<file path="config.mk">
export PLATFORM = sky130hd
export DESIGN_NAME = mat_add_seq
export DESIGN_NICKNAME = d
export VERILOG_FILES = /design/src/rtl/mat_add_seq.sv
export SDC_FILE = /design/constraint.sdc
export NUM_CORES = 1
export LEC_CHECK = 0
export CAP_MARGIN = 20
export CORE_MARGIN = 1.5
export CORE_UTILIZATION = 37
export DETAILED_ROUTE_END_ITERATION = 12
export PLACE_DENSITY = 0.87
export SYNTH_ARGS = -nofsm -noshare
export SYNTH_HDL_FRONTEND = slang
export SYNTH_SLANG_ARGS = --single-unit
</file>
<file path="constraint.sdc">
create_clock -name clk -period 1.9 [get_ports clk]
set_input_delay 0.57 -clock clk [delete_from_list [all_inputs] [get_ports clk]]
set_output_delay 0.57 -clock clk [all_outputs]
set_load 0.02 [all_outputs]
</file>
<file path="src/rtl/mat_add_seq.sv">
// Row-wise matrix-add sequencer: streams A/B row pairs into an external registered
// row adder and writes result rows back, one row per cycle, with sticky overflow capture.
module mat_add_seq #(
  parameter int ROWS   = 5,
  parameter int ROW_W  = 40,
  parameter int ADDR_W = 3
) (
  input  logic              clk,
  input  logic              rst,
  input  logic              start,
  output logic              busy,
  output logic              done,
  output logic              ovf_flag,
  output logic [ADDR_W-1:0] ovf_row,
  output logic              rd_en,
  output logic [ADDR_W-1:0] rd_addr,
  input  logic [ROW_W-1:0]  rd_data_a,
  input  logic [ROW_W-1:0]  rd_data_b,
  output logic [ROW_W-1:0]  add_m1,
  output logic [ROW_W-1:0]  add_m2,
  input  logic [ROW_W-1:0]  add_out,
  input  logic              add_ovf,
  output logic              wr_en,
  output logic [ADDR_W-1:0] wr_addr,
  output logic [ROW_W-1:0]  wr_data
);

  typedef enum logic [1:0] {IDLE, RUN, DRAIN, DONE} state_t;

  localparam logic [ADDR_W-1:0] LAST_ROW = ADDR_W'(ROWS - 1);

  state_t              state_q;
  logic                busy_q, done_q, ovf_flag_q, rd_en_q;
  logic [ADDR_W-1:0]   ovf_row_q, rd_addr_q, rd_addr_d;
  logic [ROW_W-1:0]    m1_q, m2_q;
  logic                vld_p1_q, vld_p2_q, vld_p3_q;
  logic [ADDR_W-1:0]   idx_p1_q, idx_p2_q, idx_p3_q;
  logic                last_issue, last_write;

  always_comb begin
    rd_addr_d  = rd_addr_q + 1'b1;
    last_issue = (rd_addr_q == LAST_ROW);
    last_write = vld_p3_q && (idx_p3_q == LAST_ROW);
  end

  always_ff @(posedge clk or negedge rst) begin
    if (!rst) begin
      state_q    <= IDLE;
      busy_q     <= 1'b0;
      done_q     <= 1'b0;
      ovf_flag_q <= 1'b0;
      ovf_row_q  <= '0;
      rd_en_q    <= 1'b0;
      rd_addr_q  <= '0;
      m1_q       <= '0;
      m2_q       <= '0;
      vld_p1_q   <= 1'b0;
      vld_p2_q   <= 1'b0;
      vld_p3_q   <= 1'b0;
      idx_p1_q   <= '0;
      idx_p2_q   <= '0;
      idx_p3_q   <= '0;
    end else begin
      // p1: read data returning from row memories
      vld_p1_q <= rd_en_q;
      idx_p1_q <= rd_addr_q;
      // p2: operands presented to the adder
      vld_p2_q <= vld_p1_q;
      idx_p2_q <= idx_p1_q;
      if (vld_p1_q) begin
        m1_q <= rd_data_a;
        m2_q <= rd_data_b;
      end
      // p3: adder result valid, write-back slot
      vld_p3_q <= vld_p2_q;
      idx_p3_q <= idx_p2_q;
      if (vld_p3_q && add_ovf) begin
        if (!ovf_flag_q) ovf_row_q <= idx_p3_q;
        ovf_flag_q <= 1'b1;
      end

      done_q <= 1'b0;
      case (state_q)
        IDLE: if (start) begin
          state_q    <= RUN;
          busy_q     <= 1'b1;
          rd_en_q    <= 1'b1;
          rd_addr_q  <= '0;
          ovf_flag_q <= 1'b0;
          ovf_row_q  <= '0;
        end
        RUN: begin
          if (last_issue) begin
            rd_en_q <= 1'b0;
            state_q <= DRAIN;
          end else begin
            rd_addr_q <= rd_addr_d;
          end
        end
        DRAIN: if (last_write) begin
          state_q <= DONE;
          busy_q  <= 1'b0;
          done_q  <= 1'b1;
        end
        DONE:    state_q <= IDLE;
        default: state_q <= IDLE;
      endcase
    end
  end

  assign busy     = busy_q;
  assign done     = done_q;
  assign ovf_flag = ovf_flag_q;
  assign ovf_row  = ovf_row_q;
  assign rd_en    = rd_en_q;
  assign rd_addr  = rd_addr_q;
  assign add_m1   = m1_q;
  assign add_m2   = m2_q;
  assign wr_en    = vld_p3_q;
  assign wr_addr  = idx_p3_q;
  assign wr_data  = add_out;

endmodule

</file>
==> reports/metrics.cfg, run 1 <==
[outcome]
outcome = finished, final reports clean

[floorplanning]
chipWidth_um = 109
pin_count = 258
design.core.area_sq_um = 10900
rows = 38
die_h_um = 109
initial_core_util_pct = 38.2
die-area_sq_um = 11900

[power]
powerDensity_nw_per_um2 = 713
ir_drop_mv = 0.524
clockPowerShare_pct = 45.5
power_switching_uw = 862
leakagePower_nw = 3.79
share_seq_of_total_power_pct = 49.5
switching_share_pct = 19.3
p_comb_share_pct = 5.0
p_int_mw = 3.61

[clocking]
post-cts-setup-buffers = 0
cts_buffer_depth = 2
clock_latency_ns = 0.33
cts_made_buffers = 9
cts-root-buf = clkbuf_16
cts_num_sinks = 104
htree_levels = 3
cts_tree = done
clk_pin_slew_ns = 0.07

[placement]
place.gp.congestion = 0.826
dpl.hpwl_um = 6810
post_dp_cell_area_sq_um = 5850
portBuffers = 177
post-place-cells = 554

[final_layout]
nFillCells = 870
multi_input_area_sq_um = 1200
layout.nets = 554
drive_gt1_share_pct = 24.0
stdcell_count = 570
final-seq-area_sq_um = 2610
post-route-util_pct = 57.4
n_antenna_cell = 0
fin_area_sq_um = 6270
syn_to_final_growth_pct = 50.1

[global_routing]
grt_max_degree = 50
grt_pass1_vias = 2785
grt_pass1_wl_um = 14000
globalRouteTotalUtil_pct = 15.6
antenna_found_initial = 0
grt_overflow = 0

[synth]
synth_top_area_share_pct = 62.3
synth_seq_cells = 104
synthTopCellsByArea = dfrtp_1, mux2_2, buf_4, ha_1, buf_2
synth_area_sq_um = 4180
syn_area_per_cell_sq_um = 14.8
synth-seq-area-share_pct = 62.3
syn-instance-count = 283
synth_edf_count = 0
synthArstFlopShare_pct = 100
synth_warnings = 0
synth_top_area_cell = dfrtp_1
syn-num-nets = 412
ys_types = 25
synth-main-ff-cell = dfrtp_1

[timing]
setup_viol = 0
hold_viol_final = 0
finClkSkew_ns = 0.00652
fin_crit_ns = 1.87
relSlewSlack_pct = 67.4
finalCritPeriodShare_pct = 98.5
maxSlewViolCount = 0
clock.fmax_ghz = 0.534
tightest_slew_ns = 0.488

[route]
final_antenna_net_count = 0
vias_per_cell = 4.80
routedWlPerCell_um = 16.4
dr.first_iter.drc_count = 75
vias = 2734
first_pass_iters = 4
wirelength_um = 9340
route.detailed.drc = 0

[critical_path]
cp_slowest_stage_delay_ns = 0.62
crit_fanout = 2
r2r_setup_slack_ns = 0.17
crit_family = buffers and inverters
crit_arrival_ns = 1.30
start_kind = register
cp-end-kind = output port
crit_buf_inv = 1
required_ns = 1.33
critPathSlowestCell = clkdlybuf4s50_1
crit_type = register to output port
path_cells = clkdlybuf4s50_1

[hold_path]
min_path_type = input pin to async pin

[run]
cap_violations = 0

synthesized netlist by cell type, types with 4 or more instances:
| library cell | number |
|---|---|
| buf_4 | 40 |
| inv_1 | 6 |
| nand2_1 | 6 |
| mux2i_1 | 4 |
| buf_2 | 8 |
| o21ai_0 | 4 |
| mux2_2 | 80 |
| ha_1 | 5 |
| nor2_1 | 5 |
| a21oi_1 | 4 |
| dfrtp_1 | 104 |
layout by cell type (no fill, tap or decap), types with 2 or more instances in the layout:
master | synthesis | routed
clkdlybuf4s50_1 | 0 | 114
dfrtp_1 | 104 | 103
mux2_2 | 80 | 80
dlymetal6s2s_1 | 0 | 44
dlygate4sd2_1 | 0 | 18
clkbuf_16 | 0 | 9
inv_1 | 6 | 6
nand2_1 | 6 | 6
nor2_1 | 5 | 5
ha_1 | 5 | 5
mux2i_1 | 4 | 4
a21oi_1 | 4 | 4
o21ai_0 | 4 | 4
buf_12 | 0 | 3
nand4_1 | 2 | 2
o311ai_1 | 2 | 2
bufinv_16 | 0 | 2
clkbuf_8 | 0 | 2
inv_6 | 0 | 2
buf_4 | 40 | 2
registers in the layout, indices dropped and copies added (netlist names), 2 cells and up:
signal,count
wr_addr,3
state_q,2
add_m2,40
idx_p2_q,3
add_m1,40
rd_addr,3
ovf_row,3
idx_p1_q,3
routing by layer:
layer / global-route usage [%] / up-vias / part of all wire [%]
met4: 7.70 / 0 / 2.7
met3: 3.35 / 29 / 8.2
met5: 0 / - / 0
li1: - / 1216 / -
met1: 18.4 / 1361 / 38
met2: 27.0 / 128 / 51
metrics by stage:
stage	power (mW)	setup WS, ns	setup TNS (ns)	hold WS, ns
floorplan	2.38	0.293	0	0.274
global placement	2.48	0.0119	0	0.332
detailed placement	2.48	-0.0308	-0.0308	0.335
CTS	4.53	0.000331	0	0.153
global route	4.64	-0.00479	-0.0101	0.169
finish	4.47	0.0285	0	0.150
layout make-up:
cell class | count | area share, %
clock inverters | 5 | 1.38
flip-flops and latches | 104 | 41.6
well taps | 140 | 2.79
clock buffers | 11 | 4.03
repair buffers | 181 | 30.7
multi-input cells | 123 | 19.2
inverters | 6 | 0.359
kinds of logic (layout without fill, tap and decap cells):
logic type / count (synthesis) / after routing / synth area share [%]
buffers and inverters: 56 / 203 / 8.87
AO/OA/AOI/OAI: 12 / 12 / 1.80
adder cells (fa/ha/maj): 5 / 5 / 1.50
multiplexers: 85 / 85 / 22.9
AND/OR/NAND/NOR: 21 / 21 / 2.67
flip-flops: 104 / 104 / 62.3
worst paths after layout:
check	startpoint	to	cells past startpoint
max in group asynchronous	rst	add_m2[37]$_DFFE_PN0P_	2
hold reg to reg	idx_p2_q[1]$_DFF_PN0_	wr_addr[1]$_DFF_PN0_	0
min in group clk	idx_p2_q[1]$_DFF_PN0_	wr_addr[1]$_DFF_PN0_	0
hold / removal	rst	add_m2[15]$_DFFE_PN0P_	1
setup / recovery	add_m1[37]$_DFFE_PN0P_	add_m1[37]	1
setup reg to reg	rd_addr[0]$_DFFE_PN0P_	state_q[1]$_DFFE_PN0P_	5
power by group through the flow:
| stage | registers (mW) | clock network [mW] | logic, mW |
|---|---|---|---|
| final | 2.21 | 2.03 | 0.225 |
| after global routing | 2.21 | 2.18 | 0.245 |
| after CTS | 2.21 | 2.09 | 0.230 |
| after detailed placement | 2.26 | 0 | 0.228 |
| after global placement | 2.26 | 0 | 0.226 |
| after floorplan | 2.26 | 0 | 0.125 |
repair_timing:
action	CTS	global route
hold buffers	0	0
resized for setup	18	44
setup endpoints to repair	18	44
(Power assumes the default switching activity.)
==> run 2, diff against run 1 <==
--- a/config.mk
+++ b/config.mk
@@ -7,9 +7,9 @@
 export LEC_CHECK = 0
 export CAP_MARGIN = 20
 export CORE_MARGIN = 1.5
-export CORE_UTILIZATION = 37
+export CORE_UTILIZATION = 40
 export DETAILED_ROUTE_END_ITERATION = 12
-export PLACE_DENSITY = 0.87
+export PLACE_DENSITY = 0.93
 export SYNTH_ARGS = -nofsm -noshare
 export SYNTH_HDL_FRONTEND = slang
 export SYNTH_SLANG_ARGS = --single-unit
==> constraint.sdc (replaced) <==
create_clock -name clk -period 2.28 [get_ports clk]
set_input_delay 0.684 -clock clk [delete_from_list [all_inputs] [get_ports clk]]
set_output_delay 0.684 -clock clk [all_outputs]
set_load 0.02 [all_outputs]
==> run 2 against run 1 <==
Compared with the run above:
- global-route usage grew 1.6 points
- hold slack better by 0.12 ns
- final cell count is 0.88% lower
- utilization increased by 1.6 points
- non-clock buffer count unchanged
- count of clock-buffer cells in the layout up 1
- highest routed layer unchanged
- combinational power fell by 16%
- worst setup slack improved by 0.14 ns
- cell area fell by 3.9%
==> reports/metrics.cfg, run 2 (same netlist as run 1, synthesis figures left out) <==
[outcome]
outcome = finished, final reports clean

[final_layout]
post-route-util_pct = 58.9
syn_to_final_growth_pct = 44.3
layout.nets = 554
drive_gt1_share_pct = 23.3
n_antenna_cell = 0
fin_area_sq_um = 6030
multi_input_area_sq_um = 1200
layout_commonest_cell = clkdlybuf4s50_1
nFillCells = 784
layout.cells.most_common_list = clkdlybuf4s50_1, dfrtp_1, mux2_2
final-seq-area_sq_um = 2610

[floorplanning]
die-area_sq_um = 11100
initial_core_util_pct = 40.8
design.core.area_sq_um = 10200
pin_count = 258
die_h_um = 105
rows = 37
chipWidth_um = 105

[route]
vias = 2690
routedWlPerCell_um = 16.3
wirelength_um = 9200
dr.first_iter.drc_count = 92
route.detailed.drc = 0
first_pass_iters = 4
vias_per_cell = 4.76
final_antenna_net_count = 0

[timing]
fin_crit_ns = 2.11
finClkSkew_ns = 0.0156
hold_viol_final = 0
relSlewSlack_pct = 70.2
setup_viol = 0
finalCritPeriodShare_pct = 92.7
tightest_slew_ns = 0.447
clock.fmax_ghz = 0.473
setup_tns_ns = 0
maxSlewViolCount = 0
worst_slack_ns = 0.166
rsz0062_at_grt = no

[critical_path]
crit_fanout = 5
cp_slowest_stage_delay_ns = 0.64
crit_buf_inv = 1
start_kind = register
crit_family = buffers and inverters
crit_type = register to output port
cp-end-kind = output port
crit_arrival_ns = 1.43
required_ns = 1.60
r2r_start = rd_addr[0]$_DFFE_PN0P_
worst_setup_path_startpoint = rd_addr[1]$_DFFE_PN0P_
critPathSlowestCell = clkdlybuf4s50_1
path_cells = clkdlybuf4s50_1

[global_routing]
grt_pass1_wl_um = 14800
grt_overflow = 0
antenna_found_initial = 0
globalRouteTotalUtil_pct = 17.3
grt_pass1_vias = 2941
grt_max_degree = 43

[clocking]
cts_made_buffers = 9
clk_pin_slew_ns = 0.10
cts_num_sinks = 104
clock_latency_ns = 0.36
cts_buffer_depth = 2
cts-root-buf = clkbuf_8
post-cts-setup-buffers = 0
cts_tree = done
holdBufCountCts = 0
htree_levels = 3
cts_resized = 0

[placement]
place.gp.congestion = 0.763
post_dp_cell_area_sq_um = 5840
pre_cts_ws_ns = 0.233
dpl.hpwl_um = 7030
portBuffers = 177

[hold_path]
min_path_type = input pin to async pin

[run]
cap_violations = 0

[power]
leakagePower_nw = 2.82
powerDensity_nw_per_um2 = 519
ir_drop_mv = 0.272

[run 2: layout make-up]
| type | instances | share of cell area (%) |
|---|---|---|
| Multi-Input combinational cell | 123 | 20.0 |
| Sequential cell | 104 | 43.2 |
| Clock buffer | 12 | 2.41 |
| Timing Repair Buffer | 181 | 30.5 |
| Inverter | 6 | 0.374 |
| Tap cell | 136 | 2.82 |
| Clock inverter | 3 | 0.726 |
[run 2: path summary, 6_finish.rpt]
path                       slack [ns]                     end  cells after the start
max                              0.17              rd_addr[1]                      1
min                              0.27      vld_p2_q$_DFF_PN0_                      1
max reg2reg                      0.61  state_q[1]$_DFFE_PN0P_                      5
min reg2reg                      0.36    wr_addr[1]$_DFF_PN0_                      0
max in group asynchronous        1.42   add_m1[4]$_DFFE_PN0P_                      2
min in group clk                 0.36    wr_addr[1]$_DFF_PN0_                      0
[run 2: routing by layer]
layer  up-vias  global-route usage (%)  part of all wire [%]
met5         -                       0                     0
met4         0                    9.78                   3.4
met3        40                    4.93                   8.1
met2       147                    29.7                    51
met1      1293                    19.1                    38
li1       1210                       -                     -
[run 2: per-stage QoR]
stage / hold slack (ns) / cells / power (mW)
finish: 0.272 / 565 / 3.13
global route: 0.282 / 565 / 3.26
CTS: 0.257 / 565 / 3.18
detailed placement: 0.340 / 550 / 2.07
global placement: 0.332 / 550 / 2.07
floorplan: 0.331 / 283 / 1.98
[run 2: power by group]
| part | total (mW) | internal (mW) | leakage [nW] | switching [mW] |
|---|---|---|---|---|
| logic | 0.188 | 0.131 | 1.30 | 0.0570 |
| registers | 1.84 | 1.84 | 1.43 | 0 |
| clock network | 1.10 | 0.533 | 0.0964 | 0.564 |
| total | 3.13 | 2.51 | 2.82 | 0.621 |
==> run 3, diff against run 2 <==
--- a/config.mk
+++ b/config.mk
@@ -5,7 +5,6 @@
 export SDC_FILE = /design/constraint.sdc
 export NUM_CORES = 1
 export LEC_CHECK = 0
-export CAP_MARGIN = 20
 export CORE_MARGIN = 1.5
 export CORE_UTILIZATION = 40
 export DETAILED_ROUTE_END_ITERATION = 12
==> results of run 3 <==
Final layout, timing and power as in run 2 (identical DEF).
